<file path="src/rtl/mem_port_arbiter.sv">
// mem_port_arbiter: shares one synchronous RAM between fetch reads and load/store traffic,
// with byte-lane stores, extended loads and a streak limit so fetch is never starved forever.
localparam int cXLEN = 32;
localparam int cRamDepth = 1024;

typedef struct packed {
  logic             read;
  logic             write;
  logic [2:0]       opType;
  logic [cXLEN-1:0] addr;
  logic [cXLEN-1:0] data;
  logic [4:0]       rdAddr;
} tMemOp;

typedef struct packed {
  logic             dv;
  logic [4:0]       addr;
  logic [cXLEN-1:0] data;
} tRegOp;

module mem_port_arbiter #(
  parameter int pRamDepth = cRamDepth,
  parameter int pMaxStreak = 4,
  localparam int AW = $clog2(pRamDepth)
) (
  input  logic             iClk,
  input  logic             iRstn,
  input  logic             iFetchReq,
  input  logic [cXLEN-1:0] iFetchAddr,
  output logic             oFetchGnt,
  output logic             oFetchDv,
  output logic [cXLEN-1:0] oFetchInst,
  input  tMemOp            iMemOp,
  output logic             oMemGnt,
  output tRegOp            oLoadData,
  output logic             oMemErr,
  output logic             oRamEn,
  output logic [3:0]       oRamWe,
  output logic [AW-1:0]    oRamAddr,
  output logic [31:0]      oRamWdata,
  input  logic [31:0]      iRamRdata
);
  localparam logic [3:0] MAX = 4'(pMaxStreak);
  logic [3:0] streak_q, streak_d;
  logic tag_vld_q, tag_vld_d, tag_fetch_q, tag_fetch_d;
  logic [2:0] tag_op_q, tag_op_d;
  logic [1:0] tag_lo_q, tag_lo_d;
  logic [4:0] tag_rd_q, tag_rd_d;
  logic fetch_dv_q, fetch_dv_d, err_q, err_d;
  logic [31:0] fetch_inst_q, fetch_inst_d;
  tRegOp load_q, load_d;
  logic data_req, fetch_gnt, mem_gnt, op_bad, err, mem_ok, st_ok;
  logic [1:0] lo;
  logic [7:0] rbyte;
  logic [15:0] rhalf;
  logic [31:0] ext;
  logic unused;
  assign unused = ^{iFetchAddr[cXLEN-1:AW+2], iFetchAddr[1:0], iMemOp.addr[cXLEN-1:AW+2]};
  always_comb begin
    data_req = iMemOp.read | iMemOp.write;
    lo = iMemOp.addr[1:0];
    fetch_gnt = iRstn & iFetchReq & (!data_req | (streak_q == MAX));
    mem_gnt = iRstn & data_req & !fetch_gnt;
    op_bad = iMemOp.write ? (iMemOp.opType > 3'd2) : (iMemOp.opType inside {3'b011, 3'b110, 3'b111});
    err = (iMemOp.read & iMemOp.write) | op_bad | ((iMemOp.opType[1:0] == 2'b01) & lo[0])
        | ((iMemOp.opType[1:0] == 2'b10) & (lo != 2'b00));
    mem_ok = mem_gnt & !err;
    st_ok = mem_ok & iMemOp.write;
    oFetchGnt = fetch_gnt;
    oMemGnt = mem_gnt;
    oRamEn = fetch_gnt | mem_ok;
    oRamAddr = !oRamEn ? '0 : fetch_gnt ? iFetchAddr[AW+1:2] : iMemOp.addr[AW+1:2];
    oRamWe = !st_ok ? 4'b0000 : iMemOp.opType[1] ? 4'b1111
           : iMemOp.opType[0] ? (lo[1] ? 4'b1100 : 4'b0011) : 4'b0001 << lo;
    oRamWdata = !st_ok ? '0 : iMemOp.opType[1] ? iMemOp.data
              : iMemOp.opType[0] ? {2{iMemOp.data[15:0]}} : {4{iMemOp.data[7:0]}};
    streak_d = (!iFetchReq | fetch_gnt) ? 4'd0 : (mem_gnt & (streak_q != MAX)) ? streak_q + 4'd1 : streak_q;
    // rejected and store requests leave no tag, so they never produce a response
    tag_vld_d = fetch_gnt | (mem_ok & iMemOp.read);
    tag_fetch_d = fetch_gnt;
    tag_op_d = iMemOp.opType;
    tag_lo_d = lo;
    tag_rd_d = iMemOp.rdAddr;
    rbyte = iRamRdata[{tag_lo_q, 3'b000} +: 8];
    rhalf = tag_lo_q[1] ? iRamRdata[31:16] : iRamRdata[15:0];
    ext = tag_op_q[1] ? iRamRdata : tag_op_q[0] ? {{16{rhalf[15] & !tag_op_q[2]}}, rhalf}
        : {{24{rbyte[7] & !tag_op_q[2]}}, rbyte};
    fetch_dv_d = tag_vld_q & tag_fetch_q;
    fetch_inst_d = fetch_dv_d ? iRamRdata : fetch_inst_q;
    load_d.dv = tag_vld_q & !tag_fetch_q;
    load_d.addr = load_d.dv ? tag_rd_q : load_q.addr;
    load_d.data = load_d.dv ? ext : load_q.data;
    err_d = mem_gnt & err;
  end
  always_ff @(posedge iClk or negedge iRstn)
    if (!iRstn) begin
      streak_q <= '0;
      tag_vld_q <= 1'b0;
      tag_fetch_q <= 1'b0;
      tag_op_q <= '0;
      tag_lo_q <= '0;
      tag_rd_q <= '0;
      fetch_dv_q <= 1'b0;
      fetch_inst_q <= '0;
      load_q <= '0;
      err_q <= 1'b0;
    end else begin
      streak_q <= streak_d;
      tag_vld_q <= tag_vld_d;
      tag_fetch_q <= tag_fetch_d;
      tag_op_q <= tag_op_d;
      tag_lo_q <= tag_lo_d;
      tag_rd_q <= tag_rd_d;
      fetch_dv_q <= fetch_dv_d;
      fetch_inst_q <= fetch_inst_d;
      load_q <= load_d;
      err_q <= err_d;
    end
  assign oFetchDv = fetch_dv_q;
  assign oFetchInst = fetch_inst_q;
  assign oLoadData = load_q;
  assign oMemErr = err_q;
endmodule

</file>
<file path="config.mk">
export PLATFORM = sky130hd
export DESIGN_NAME = mem_port_arbiter
export DESIGN_NICKNAME = d
export VERILOG_FILES = /design/src/rtl/mem_port_arbiter.sv
export SDC_FILE = /design/constraint.sdc
export NUM_CORES = 1
export LEC_CHECK = 0
export ABC_AREA = 1
export CAP_MARGIN = 20
export CORE_ASPECT_RATIO = 1.75
export CORE_MARGIN = 3
export CORE_UTILIZATION = 40
export DETAILED_ROUTE_END_ITERATION = 12
export MAX_ROUTING_LAYER = met4
export PLACE_DENSITY = 0.91
export SLEW_MARGIN = 20
export SYNTH_ARGS = -nofsm -noshare
export SYNTH_HDL_FRONTEND = slang
export SYNTH_SLANG_ARGS = --single-unit
</file>
<file path="constraint.sdc">
create_clock -name iClk -period 4.45 [get_ports iClk]
set_input_delay 0.89 -clock iClk [delete_from_list [all_inputs] [get_ports iClk]]
set_output_delay 0.89 -clock iClk [all_outputs]
set_load 0.01 [all_outputs]
</file>
==> results.cfg, run 1 <==
[status]
status = complete, no violations

[floorplanning]
num_rows = 50
pin_count = 262
die_area_um2 = 12500
initial_utilization_pct = 41.3
die_h_um = 146
die_width_um = 85.9
coreArea_um2 = 10800

[routing]
firstDrtPassIters = 6
drtIter0Drc = 271
ant_nets = 0
totalWireLength_um = 15100
detail_route.wl_per_cell_um = 15.8
num_vias = 4907
via_per_inst = 5.12
drc = 0

[layout]
areaGrowthSynthToFinish_pct = 58.3
final_util_pct = 65.3
multi_input_area_um2 = 1910
fillers = 876
n_antenna_cell = 0
nNetsFinal = 967
register_area_um2 = 2200
final_area_um2 = 7070
layoutNonFillerInstCount = 959
final_layout_size_suffix_gt1_share_pct = 4.46

[sta]
finalCritPeriodShare_pct = 90.4
drv_slew = 0
hold_viol = 0
setup_viol_count_final = 0
tightest_slew_ps = 995
rsz0062_at_grt = no
slew_headroom_pct = 33.6
final.setup.tns_ps = 0
fmax_mhz = 249
finalClockSkew_ps = 7.01
period_needed_ps = 4020

[placement]
place_hpwl_um = 11500
dp.cells = 943
gp_congestion = 0.914
port_buffers = 219
place_area_um2 = 6740

[clock_tree]
cts.sinks = 88
cts-resized-gates = 0
clock_path_buffers = 2
clk_pin_slew_ps = 70
cts_tree = done
cts_root_buffer = clkbuf_16
htreeDepth = 3
clkLatencyLatePin_ps = 350
hold_buffers = 0
post-cts-setup-buffers = 0
cts_buffers = 9

[yosys]
dominantRegCellSynth = dfrtp_1
syn_area_per_cell_um2 = 7.23
syn-cell-area_um2 = 4470
ys_async_sr_fraction_pct = 100
yosys.cell_types.count = 22
synth_edf_count = 0
syn_inst = 618
syn_nets = 761
synth-seq-area-share_pct = 49.3
ys_ff_latch = 88
ys_warn_count = 0

[min_path]
hold_class = in -> async

[global_routing]
grt_max_degree = 72
grt_pass1_vias = 4922
track_usage_pct = 25.5
grt_pass1_wl_um = 24400
grt-ovfl-total = 0
antenna_found_initial = 0

[critical_path]
critPathBufInv = 5
critPathKind = in -> out
setup.worst_path.start_class = input pin
critPathMaxFanout = 36
cp_slowest_cell = clkdlybuf4s50_1
worstPathArrival_ps = 3130
path_cells = clkdlybuf4s50_1 > inv_2 > nand2_1 > nand2_1 > nand2_2 > buf_4 > nand2_1 > inv_2 > nand3_4 > nor2_1 > clkdlybuf4s50_1
path_common_cell = nand2_1
slowest_delay_ps = 570
endpoint_kind = output pin
crit_family = buffers and inverters
critPathRequiredTime_ps = 3560

[flow_run]
drv_cap = 0

[power_and_ir_drop]
p_per_area_nw_per_um2 = 391
totalPowerFinal_mw = 2.76
p_leak_nw = 3.35
max-vdd-ir-drop_uv = 276
synthesized netlist by cell type (2+ instances only):
master	number	share of area [%]
a21oi_1	73	8.2
buf_2	16	1.8
clkbuf_1	16	1.3
clkinv_1	2	0.17
dfrtp_1	88	49
ha_1	2	0.56
inv_1	49	4.1
inv_2	3	0.25
nand2_1	203	17
nand2_2	2	0.28
nand3_1	16	1.8
nand4_1	2	0.28
nor2_1	79	6.6
nor2_2	2	0.28
o21ai_0	56	6.3
or2_2	2	0.28
xor2_1	2	0.39
cell families (layout without fill, tap and decap cells):
group / Yosys count / in the layout / share of synthesized area, %
compound gates: 131 / 131 / 14.7
xor+xnor: 2 / 2 / 0.392
fa+ha+maj: 2 / 2 / 0.560
buf+inv: 88 / 299 / 8.01
flops: 88 / 88 / 49.3
simple gates: 307 / 307 / 27.0
sequential cells by signal (all words and copies together) (netlist names):
signal	cells
oLoadData	38
oFetchInst	32
tag_rd_q	5
streak_q	4
tag_op_q	3
tag_lo_q	2
oFetchDv	1
oMemErr	1
tag_fetch_q	1
tag_vld_q	1
stage by stage:
step / hold WS, ps / setup WS, ps
2_1_floorplan: 418 / 1730
6_report: 417 / 426
5_1_grt: 430 / 238
3_3_place_gp: 421 / 450
4_1_cts: 423 / 403
3_5_place_dp: 439 / 401
routing by layer:
| layer | global-route usage [%] | vias up | wire length [um] |
|---|---|---|---|
| met2 | 44.1 | 250 | 8010 |
| met1 | 26.7 | 2252 | 5240 |
| met3 | 5.27 | 51 | 1100 |
| met5 | - | - | 0 |
| met4 | 13.2 | 0 | 776 |
| li1 | - | 2354 | - |
worst paths after layout:
| path | slack [ps] | start | to | cells past startpoint |
|---|---|---|---|---|
| min in group iClk | 450 | tag_rd_q[4] | oLoadData[36] | 2 |
| worst max-delay path | 430 | iMemOp[72] | oRamWdata[17] | 11 |
| max in group asynchronous | 2830 | iRstn | oFetchInst[15] | 2 |
| worst max register to register | 2360 | tag_fetch_q | oLoadData[2] | 5 |
| worst min register to register | 450 | tag_rd_q[4] | oLoadData[36] | 2 |
| worst min-delay path | 420 | iRstn | oFetchInst[5] | 1 |
power breakdown:
group          internal (mW)  switching, mW
logic                  0.471          0.393
registers              0.970         0.0996
clock network          0.510          0.319
total                   1.95          0.811
layout make-up:
class                           instances  area share [%]
Clock buffer                           10            3.38
Clock inverter                          6            1.27
Inverter                               54            2.87
Multi-Input combinational cell        442            27.0
Sequential cell                        88            31.2
Tap cell                              130            2.30
Timing Repair Buffer                  229            32.0
cells in the final DEF (no fill, tap or decap):
master           count
clkdlybuf4s50_1    218
clkbuf_16            9
bufinv_16            2
nor2_1              79
nand2_2              2
ha_1                 2
nor2_2               2
nand3_1             16
clkinv_1             2
or2_2                2
inv_1               49
a21oi_1             73
nand4_1              2
clkinvlp_4           1
dfrtp_1             88
o21ai_1              1
clkinv_2             1
xor2_1               2
o21ai_0             56
clkbuf_8             1
nand2_1            203
inv_2                3
buf_4               11
o22ai_1              1
nand3_4              1
inv_6                2
(Power assumes the default switching activity.)
==> run 2: changes to the inputs <==
GPL_ROUTABILITY_DRIVEN = 0   (was default)
==> results of run 2 <==
No change in the layout: final DEF, timing and power equal those of run 1.
==> run 3: changes to the inputs <==
==> constraint.sdc (replaced) <==
create_clock -name iClk -period 4.45 [get_ports iClk]
set_input_delay 0.445 -clock iClk [delete_from_list [all_inputs] [get_ports iClk]]
set_output_delay 0.445 -clock iClk [all_outputs]
set_load 0.01 [all_outputs]
==> results.cfg, run 3 (synthesis gave the netlist of run 1 again) <==
[routing]
detail_route.wl_per_cell_um = 15.7
firstDrtPassIters = 5
drc = 0
via_per_inst = 5.06
num_vias = 4836
ant_nets = 0
totalWireLength_um = 15000
drtIter0Drc = 258

[layout]
final_layout_size_suffix_gt1_share_pct = 4.00
areaGrowthSynthToFinish_pct = 57.8
layoutNonFillerInstCount = 956
nNetsFinal = 964
final_common_cell = clkdlybuf4s50_1
fillers = 852
n_antenna_cell = 0
largest_register_ffs = 38
final_cell_mix = clkdlybuf4s50_1 (218), nand2_1 (203), dfrtp_1 (88), nor2_1 (79), a21oi_1 (73)
final_util_pct = 65.1
final_area_um2 = 7050

[power_and_ir_drop]
pwr-share-clk_pct = 29.9
p_comb_share_pct = 31.3
p_leak_nw = 3.34
p_int_mw = 1.96
totalPowerFinal_mw = 2.76
p_sw_share_pct = 28.8
p_per_area_nw_per_um2 = 391
p_sw_mw = 0.793
max-vdd-ir-drop_uv = 309
p_seq_share_pct = 38.8

[global_routing]
grt_pass1_vias = 4804
grt_max_degree = 51
antenna_found_initial = 0
track_usage_pct = 24.8
grt_pass1_wl_um = 23700
grt-ovfl-total = 0

[critical_path]
critPathBufInv = 3
slowest_delay_ps = 580
r2r-start = tag_fetch_q
critPathMaxFanout = 36
path_common_cell = clkdlybuf4s50_1
crit_family = buffers and inverters
reg2reg_to = oFetchInst[16]
endpoint_kind = output pin
path_cells = clkdlybuf4s50_1 > buf_4 > o21ai_0 > nand2_1 > nor2_2 > nand3_4 > nor2_1 > clkdlybuf4s50_1
reg2reg_depth = 5
setup.worst_path.start_class = input pin
regToRegSetupSlack_ps = 2610
critPathRequiredTime_ps = 4010
worstPathArrival_ps = 2710
cp_slowest_cell = clkdlybuf4s50_1
critPathKind = in -> out

[clock_tree]
hold_buffers = 0
cts-resized-gates = 0
cts_tree = done
clock_path_buffers = 2
post-cts-setup-buffers = 0
cts_root_buffer = clkbuf_16
clk_pin_slew_ps = 70
htreeDepth = 3
clkLatencyLatePin_ps = 340
cts.sinks = 88
cts_buffers = 9

[floorplanning]
coreArea_um2 = 10800
num_rows = 50
die_h_um = 146
die_width_um = 85.9
pin_count = 262
die_area_um2 = 12500
initial_utilization_pct = 41.3

[placement]
place_hpwl_um = 11500
place_area_um2 = 6720
dp.cells = 940
pre_cts_ws_ps = 1260
port_buffers = 219

[sta]
hold_viol = 0
period_needed_ps = 3160
tightest_slew_ps = 994
finalClockSkew_ps = 10.4
final.setup.tns_ps = 0
finalCritPeriodShare_pct = 71.0
setup_viol_count_final = 0
setup_ws_ps = 1290
rsz0062_at_grt = no
fmax_mhz = 317
timing.hold.ws_ps = 77.1
slew_headroom_pct = 33.6
drv_slew = 0

[min_path]
hold_class = in -> async

[status]
status = complete, no violations

[flow_run]
drv_cap = 0
## run 3: cell types whose count changed in the layout (fill, tap and decap cells not counted)
cell and change:
clkbuf_8 +1, clkinv_2 -1, inv_6 -2, clkinv_4 +1, clkbuf_1 +1, buf_4 -3
## run 3: power by group through the flow
stage | sequential [mW] | combinational, mW | clock [mW]
floorplan | 1.15 | 0.239 | 0
global placement | 1.07 | 0.848 | 0
detailed placement | 1.08 | 0.866 | 0
CTS | 1.07 | 0.872 | 0.837
global route | 1.09 | 0.933 | 0.879
finish | 1.07 | 0.862 | 0.824
## run 3: worst max path at each step
stage / start / endpoint / slack [ps] / cells after the start
2_1_floorplan: streak_q[0] / oRamWdata[10] / 2600 / 10
3_3_place_gp: iMemOp[70] / oRamWdata[27] / 1300 / 8
3_5_place_dp: iMemOp[72] / oRamWdata[26] / 1260 / 10
4_1_cts: iMemOp[72] / oRamWdata[26] / 1260 / 10
5_1_grt: streak_q[0] / oRamAddr[1] / 1100 / 10
6_report: iMemOp[70] / oRamWdata[26] / 1290 / 8
## run 3: worst reg2reg max path, cell delays in order (launching register included)
cell      delay (ps)
dfrtp_1          380
nand2_1           70
buf_4            390
clkinv_1         610
nand2_1          200
nand2_1           70
## run 3: area by class of cell
cell class | instances | area, um^2 | share of cell area [%]
clock buffers | 12 | 256 | 3.64
clock inverters | 4 | 76.3 | 1.08
inverters | 54 | 203 | 2.88
multi-input cells | 442 | 1910 | 27.0
flip-flops and latches | 88 | 2200 | 31.2
well taps | 130 | 163 | 2.31
repair buffers | 226 | 2240 | 31.8
## run 3: metal layers
layer	track usage (%)	wire, um
met1	25.4	5320
met2	43.1	7950
met3	4.93	1010
met4	13.7	767
met5	-	0
